`config.mk`:
```
export PLATFORM = sky130hd
export DESIGN_NAME = serial_adder_flat
export DESIGN_NICKNAME = d
export VERILOG_FILES = /design/src/rtl/serial_arith_pkg.sv /design/src/rtl/serial_adder_if.sv /design/src/rtl/serial_adder_fa.sv /design/src/rtl/serial_adder.sv /design/src/flat_wrapper.sv
export SDC_FILE = /design/constraint.sdc
export NUM_CORES = 1
export LEC_CHECK = 0
export ABC_CLOCK_PERIOD_IN_PS = 1920
export CAP_MARGIN = 20
export CORE_MARGIN = 10
export CORE_UTILIZATION = 35
export CTS_CLUSTER_SIZE = 8
export DETAILED_ROUTE_END_ITERATION = 12
export GPL_TIMING_DRIVEN = 1
export PLACE_DENSITY_LB_ADDON = 0.12
export SYNTH_ARGS = -nofsm -noshare
export SYNTH_HDL_FRONTEND = slang
export SYNTH_SLANG_ARGS = --single-unit
export TNS_END_PERCENT = 10
```
`constraint.sdc`:
```
create_clock -name clk -period 1.92 [get_ports clk]
set_input_delay 0.288 -clock clk [delete_from_list [all_inputs] [get_ports clk]]
set_output_delay 0.288 -clock clk [all_outputs]
set_load 0.1 [all_outputs]
```
`src/rtl/serial_arith_pkg.sv`:
```
// Shared definitions for the bit-serial add/subtract datapaths: FSM encoding and default width.
package serial_arith_pkg;

  localparam int unsigned DEFAULT_WIDTH = 6;

  typedef enum logic [1:0] {
    IDLE  = 2'd0,
    SHIFT = 2'd1,
    DONE  = 2'd2
  } state_t;

endpackage : serial_arith_pkg

```
`src/rtl/serial_adder_if.sv`:
```
// Request/result bundle of the serial adder; ovf exists only when SERIAL_ADD_OVF_EN is defined.
interface serial_adder_if
  import serial_arith_pkg::*;
#(
  parameter int unsigned WIDTH = DEFAULT_WIDTH
);

  logic             start;
  logic [WIDTH-1:0] a;
  logic [WIDTH-1:0] b;
  logic             cin;
  logic             busy;
  logic             done;
  logic [WIDTH-1:0] sum;
  logic             cout;
`ifdef SERIAL_ADD_OVF_EN
  logic             ovf;

  modport master (output start, a, b, cin, input busy, done, sum, cout, ovf);
  modport slave  (input start, a, b, cin, output busy, done, sum, cout, ovf);
`else
  modport master (output start, a, b, cin, input busy, done, sum, cout);
  modport slave  (input start, a, b, cin, output busy, done, sum, cout);
`endif

endinterface : serial_adder_if

```
`src/rtl/serial_adder_fa.sv`:
```
// Single-bit adder cell used by the serial adder: a full adder built from two half adders.
module half_adder (
  input  logic a,
  input  logic b,
  output logic s,
  output logic c
);

  assign s = a ^ b;
  assign c = a & b;

endmodule : half_adder

module full_adder (
  input  logic a,
  input  logic b,
  input  logic cin,
  output logic s,
  output logic cout
);

  logic s0;
  logic c0;
  logic c1;

  half_adder u_ha0 (.a(a),  .b(b),   .s(s0), .c(c0));
  half_adder u_ha1 (.a(s0), .b(cin), .s(s),  .c(c1));

  assign cout = c0 | c1;

endmodule : full_adder

```
`src/rtl/serial_adder.sv`:
```
// Bit-serial ripple adder, LSB first through one full-adder cell.
// Define SERIAL_ADD_OVF_EN to add the two's-complement overflow flag (bus.ovf).
module serial_adder
  import serial_arith_pkg::*;
#(
  parameter int unsigned WIDTH = DEFAULT_WIDTH
) (
  input  logic           clk,
  input  logic           rst,
  serial_adder_if.slave  bus
);

  localparam int unsigned CNT_W = (WIDTH > 1) ? $clog2(WIDTH) : 1;

  state_t           state;
  state_t           state_n;
  logic             accept_c;
  logic             shift_c;
  logic             last_c;

  logic [WIDTH-1:0] opa;
  logic [WIDTH-1:0] opb;
  logic [WIDTH-1:0] sum_q;
  logic [CNT_W-1:0] cnt;
  logic             carry;
  logic             cout_q;
  logic             busy_q;
  logic             done_q;
  logic             fa_s;
  logic             fa_co;

  full_adder u_fa (
    .a    (opa[0]),
    .b    (opb[0]),
    .cin  (carry),
    .s    (fa_s),
    .cout (fa_co)
  );

  // State register
  always_ff @(posedge clk or posedge rst) begin
    if (rst) state <= IDLE;
    else     state <= state_n;
  end

  // Next state and datapath controls
  always_comb begin
    state_n  = state;
    accept_c = 1'b0;
    shift_c  = 1'b0;
    last_c   = 1'b0;
    unique case (state)
      IDLE: begin
        if (bus.start) begin
          accept_c = 1'b1;
          state_n  = SHIFT;
        end
      end
      SHIFT: begin
        shift_c = 1'b1;
        if (cnt == CNT_W'(WIDTH - 1)) begin
          last_c  = 1'b1;
          state_n = DONE;
        end
      end
      DONE: begin
        if (bus.start) begin
          accept_c = 1'b1;
          state_n  = SHIFT;
        end else begin
          state_n  = IDLE;
        end
      end
      default: state_n = IDLE;
    endcase
  end

  // Status flags registered from the next state so they line up with the state register
  always_ff @(posedge clk or posedge rst) begin
    if (rst) begin
      busy_q <= 1'b0;
      done_q <= 1'b0;
    end else begin
      busy_q <= (state_n == SHIFT);
      done_q <= (state_n == DONE);
    end
  end

  // Operand/result shift registers and bit counter
  always_ff @(posedge clk or posedge rst) begin
    if (rst) begin
      opa    <= '0;
      opb    <= '0;
      sum_q  <= '0;
      cnt    <= '0;
      carry  <= 1'b0;
      cout_q <= 1'b0;
    end else if (accept_c) begin
      opa    <= bus.a;
      opb    <= bus.b;
      carry  <= bus.cin;
      cnt    <= '0;
      sum_q  <= '0;
      cout_q <= 1'b0;
    end else if (shift_c) begin
      opa   <= {1'b0, opa[WIDTH-1:1]};
      opb   <= {1'b0, opb[WIDTH-1:1]};
      sum_q <= {fa_s, sum_q[WIDTH-1:1]};
      carry <= fa_co;
      if (last_c) cout_q <= fa_co;
      else        cnt    <= cnt + CNT_W'(1);
    end
  end

`ifdef SERIAL_ADD_OVF_EN
  logic ovf_q;

  // In the last cycle, carry holds the carry into the MSB
  always_ff @(posedge clk or posedge rst) begin
    if (rst)           ovf_q <= 1'b0;
    else if (accept_c) ovf_q <= 1'b0;
    else if (last_c)   ovf_q <= carry ^ fa_co;
  end

  assign bus.ovf = ovf_q;
`endif

  assign bus.busy = busy_q;
  assign bus.done = done_q;
  assign bus.sum  = sum_q;
  assign bus.cout = cout_q;

endmodule : serial_adder

```
`src/flat_wrapper.sv`:
```
// flat-port wrapper written by rule: the top's interface ports become plain ports
module serial_adder_flat import serial_arith_pkg::*;
#(
  parameter int unsigned WIDTH = DEFAULT_WIDTH
)
  (clk, rst, bus_start, bus_a, bus_b, bus_cin, bus_busy, bus_done, bus_sum, bus_cout);
  serial_adder_if #(.WIDTH(WIDTH)) bus_i ();
  input  logic clk;
  input  logic rst;
  input wire logic [$bits(bus_i.start)-1:0] bus_start;
  input wire logic [$bits(bus_i.a)-1:0] bus_a;
  input wire logic [$bits(bus_i.b)-1:0] bus_b;
  input wire logic [$bits(bus_i.cin)-1:0] bus_cin;
  output wire logic [$bits(bus_i.busy)-1:0] bus_busy;
  output wire logic [$bits(bus_i.done)-1:0] bus_done;
  output wire logic [$bits(bus_i.sum)-1:0] bus_sum;
  output wire logic [$bits(bus_i.cout)-1:0] bus_cout;
  assign bus_i.start = bus_start;
  assign bus_i.a = bus_a;
  assign bus_i.b = bus_b;
  assign bus_i.cin = bus_cin;
  assign bus_busy = bus_i.busy;
  assign bus_done = bus_i.done;
  assign bus_sum = bus_i.sum;
  assign bus_cout = bus_i.cout;
  serial_adder #(.WIDTH(WIDTH)) u_core (.clk(clk), .rst(rst), .bus(bus_i));
endmodule
```
Yosys cells after proc, flatten, opt, wreduce, memory -nomap -nowiden

Index checks and enable logic that the tools add are counted.

Add/subtract/negate cells: 1
Reductions and logical operators: 6
Equality and inequality tests: 6
Mux-type cells: 23
Bitwise operators: 5

Operator list:

| cell                | count |
|---|---|
| $mux 6              | 6 |
| $mux 1              | 11 |
| $mux 3              | 3 |
| $pmux 2 s3          | 1 |
| $eq 2x1->1 const B  | 2 |
| $eq 2x2->1 const B  | 2 |
| $mux 2              | 2 |
| $reduce_and 2->1    | 2 |
| $reduce_bool 2->1   | 2 |
| $add 3x1->3 const B | 1 |
| $eq 3x3->1 const B  | 1 |
| $and 1x1->1         | 2 |
| $logic_not 2->1     | 1 |
| $ne 2x1->1 const B  | 1 |
| $reduce_or 2->1     | 1 |
| $xor 1x1->1         | 2 |
| $or 1x1->1          | 1 |

Output and inout bits: 9
Register bits after elaboration: 27
Logic and storage cells: 50
Input port bits: 16

Depth between registers and ports, before layout

Word-level depth: 6
Depth in mapped cells: 5
Depth with buffers taken out: 5

Cells and area by module

A second synthesis with hierarchy kept.

Cell total of the unflattened synthesis: 100
Area total of the unflattened synthesis: 1158.6 µm²

By module, submodules not included:

| module       | seq. area each (µm²) | cells an instance | area an instance (µm²) | instances |
|---|---|---|---|---|
| serial_adder | 675.6                | 97                | 1127.3                 | 1 |
| half_adder   | 0.0                  | 1                 | 12.5                   | 2 |
| full_adder   | 0.0                  | 1                 | 6.3                    | 1 |

Worst setup path after synthesis

No wires, ideal clock.

Kind: register to register
Start: register u_core.cnt[0]
End: register u_core.cnt[0]
Arrival: 1209 ps
Buffers on the path: 0
Data required time: 1843 ps
Period minus slack after synthesis: 1286 ps
Slack: 634 ps
Setup time: 77 ps
Stages on the path, launching flop included: 5
Path through: dfrtp_1 ha_1 and2_1 or3_1 a21oi_1

Longest elaborated chain between the ends: 5

Ends and longest elaborated chain:

| what                                                                | RTL line            | RTL |
|---|---|---|
| start, declared                                                     | serial_adder.sv:24  | `logic [CNT_W-1:0] cnt;` |
| start signal, assigned                                              | serial_adder.sv:111 | `else cnt <= cnt + CNT_W'(1);` |
| parallel branches: the longest is 5 deep, another holds $add 3x1->3 | -                   |  |

Parallel ways; which one is timed is not known. The select of a mux whose other input is x is not followed.
A chain may end at the register's enable or synchronous reset.

Final worst setup path

Ends and elaborated chain as after synthesis.

==> results.md <==
* Status: finished clean
* Final net count at 135
* Post CTS Setup Buffer Count at 0
* Worst slack at placement at 345 ps
* Root buf cell: clkbuf_4
* Hpwl dp at 1670 um
* Seq pwr share at 0.357
* Ys flop type: dfrtp_1
* Initial Utilization at 0.358
* Post-route setup TNS at 0 ps
* Worst R2R Setup Slack at 500 ps
* Yosys warns at 0
* Final min period at 1420 ps
* Hold Buf Count CTS at 0
* Delay-heaviest family, CP: simple AND/OR/NAND/NOR gates
* Leakage at 0.749 nW
* Die Area at 0.00611 sq mm
* Drt via density at 4.94
* Register area share after synthesis at 0.571
* Routed WL at 2320 um
* Fmax at 703 MHz
* Top-count cell post-synth: dfrtp_1
* H-Tree Depth at 1
* Number of flops mapped to enable cells by yosys at 0
* Mapped cell area at 0.00118 sq mm
* Clk buf depth at 2
* Die Wd at 78.2 um
* Share of cells above drive strength 1 at 0.191
* RSZ-0062 raised after global routing: false
* Post-route setup slack at 498 ps
* DR DRC count at 0
* Vias in the first global route at 827
* Tot GR Track Use at 0.0754
* R2r worst-path depth at 4
* Power Dens Cells at 1860 mW/mm^2
* 1st-pass router iterations at 4
* # resized after CTS at 0
* Clock Sinks at 27
* Clock skew at 3.87 ps
* Max cap viols at 0
* Synth unique cells at 25
* CP Capture Type: register
* Int Power at 1.41 mW
* Filler Cells Inserted at 331
* Sw Pwr at 1.31 mW
* CTS tree: built
* Gp weighted congestion at 0.713
* Clk_lat worst skew at 310 ps
* Crit-path max FO at 6
* Routed Antenna Nets at 0
* First-pass GRT wire length at 3890 um
* Synthesized flop and latch total at 27
* Post-Synthesis Cells at 88
* Share of the synthesized area in the top cell type at 0.571
* Area contributors post-synth: dfrtp_1, a22o_1, a21o_1, ha_1, and4b_1
* Final core utilization at 0.443
* Height of the die at 78.2 um
* Vias at 795
* Rows at 21
* Slowest CP cell: dfrtp_1
* DRT iter0 DRCs at 37
* CP max stage delay at 440 ps
* Crit path required time at 2170 ps
* Comb pwr share at 0.556
* Sw Ratio at 0.483
* Post-synth top area cell: dfrtp_1
* Pin count of the biggest net entering global routing at 28
* Critical setup path kind: register to register
* Area delta synth->final at 23.9%
* Max transition margin at 0.713
* Crit path buf inv count at 0
* Total CTS buffers at 3
* Post-Synthesis Net Count at 107
* Worst Path Arrival at 1670 ps
* Worst Tran Pin Value at 430 ps
* Avg Inst Size Synth at 13.5 sq um
* Power share of the clock group at 0.087
* Final worst path period share at 0.741
* Initial antenna violation count at 0
* Synth top cells by count: dfrtp_1, a22o_1, a21o_1
* Port buffer count at 24
* Core box area at 0.00331 sq mm
* Crit-path cells: ha_1 > and2_1 > or3_1 > a21oi_1
* Final hold vios at 0
* Final setup fails at 0
* Grt ovf at 0
* Number of antenna diodes at 0
* Ports at 25
* Async set-or-reset flop fraction in the synthesized netlist at 1.00
* Max rail drop VDD at 553 uV
* Wire per inst at 14.4 um
* Critical path startpoint category: register
* CTS clk-pin slew, worst paths at 140 ps
* Max-slew violation count at 0
* Reg2Reg Capture Point: u_core.cnt[0]
* R2r startpoint: u_core.cnt[0]
* Hold Crit Class: input port to async pin
-- registers in the layout, summed over array words and instances, names as in the netlist --
name	count
u_core.cnt	3
u_core.bus.done	1
u_core.opa	6
u_core.opb	6
u_core.state	2
u_core.bus.cout	1
u_core.carry	1
u_core.bus.busy	1
u_core.bus.sum	6
-- stage by stage --
step	hold WS, ps	instance area, sq um	instances	power [mW]
after floorplan	341	1180	88	2.24
after global placement	459	1440	157	2.49
after detailed placement	470	1440	157	2.52
after CTS	324	1470	161	2.76
after global routing	325	1470	161	2.91
final	315	1470	161	2.72
-- placed cells by master (no fill, tap or decap), types with 2 or more instances in the layout --
cell | Yosys | layout
mux2i_1 | 2 | 2
dfrtp_1 | 27 | 27
inv_1 | 2 | 2
and4b_1 | 2 | 2
buf_4 | 0 | 13
a22o_1 | 18 | 18
clkbuf_4 | 0 | 3
clkdlybuf4s50_1 | 0 | 15
o21ai_0 | 2 | 2
or3_1 | 2 | 2
a21o_1 | 10 | 10
o21bai_1 | 2 | 2
a21oi_1 | 3 | 3
ha_1 | 2 | 2
-- power by group through the flow --
stage / Clock (mW) / Combinational, mW / Sequential [mW]
6_report: 0.238 / 1.51 / 0.970
5_1_grt: 0.277 / 1.63 / 1.00
4_1_cts: 0.254 / 1.53 / 0.971
3_5_place_dp: 0 / 1.53 / 0.983
3_3_place_gp: 0 / 1.51 / 0.979
2_1_floorplan: 0 / 0.728 / 1.51
-- cells by family after synthesis --
| kind of cell | Yosys count | share of synthesized area |
|---|---|---|
| muxes | 2 | 0.0169 |
| buffers and inverters | 7 | 0.0486 |
| and+or+nand+nor | 13 | 0.0909 |
| AOI/OAI and AO/OA | 36 | 0.235 |
| adders and majority gates | 3 | 0.0381 |
| DFF | 27 | 0.571 |
-- per-layer routing --
layer	global-route usage	routed length, um
met1	0.0910	1060
met3	0.0364	177
met2	0.117	1070
met4	0.0215	12
met5	0	0
-- cell type report --
| type | count | area, sq um | share of cell area |
|---|---|---|---|
| clock buffers | 3 | 22.5 | 0.0154 |
| clock inverters | 1 | 5.00 | 0.00341 |
| inverters | 2 | 7.51 | 0.00512 |
| multi-input cells | 54 | 450 | 0.307 |
| flip-flops and latches | 27 | 676 | 0.461 |
| well taps | 46 | 57.6 | 0.0392 |
| repair buffers | 28 | 248 | 0.169 |
-- worst max-delay path by stage --
stage / startpoint / endpoint / cells after the start
finish: u_core.cnt[0] / u_core.cnt[0] / 4
global route: u_core.cnt[0] / u_core.cnt[0] / 4
CTS: u_core.cnt[0] / u_core.cnt[0] / 4
detailed placement: bus_start / u_core.opa[3] / 5
global placement: bus_start / u_core.opa[1] / 5
floorplan: u_core.cnt[0] / u_core.cnt[0] / 4
-- tightest hold or removal path, stage by stage --
cell	delay, ps
clkdlybuf4s50_1	400
inv_1	50
buf_4	310
Note: power is estimated with default switching activity, not from simulation.
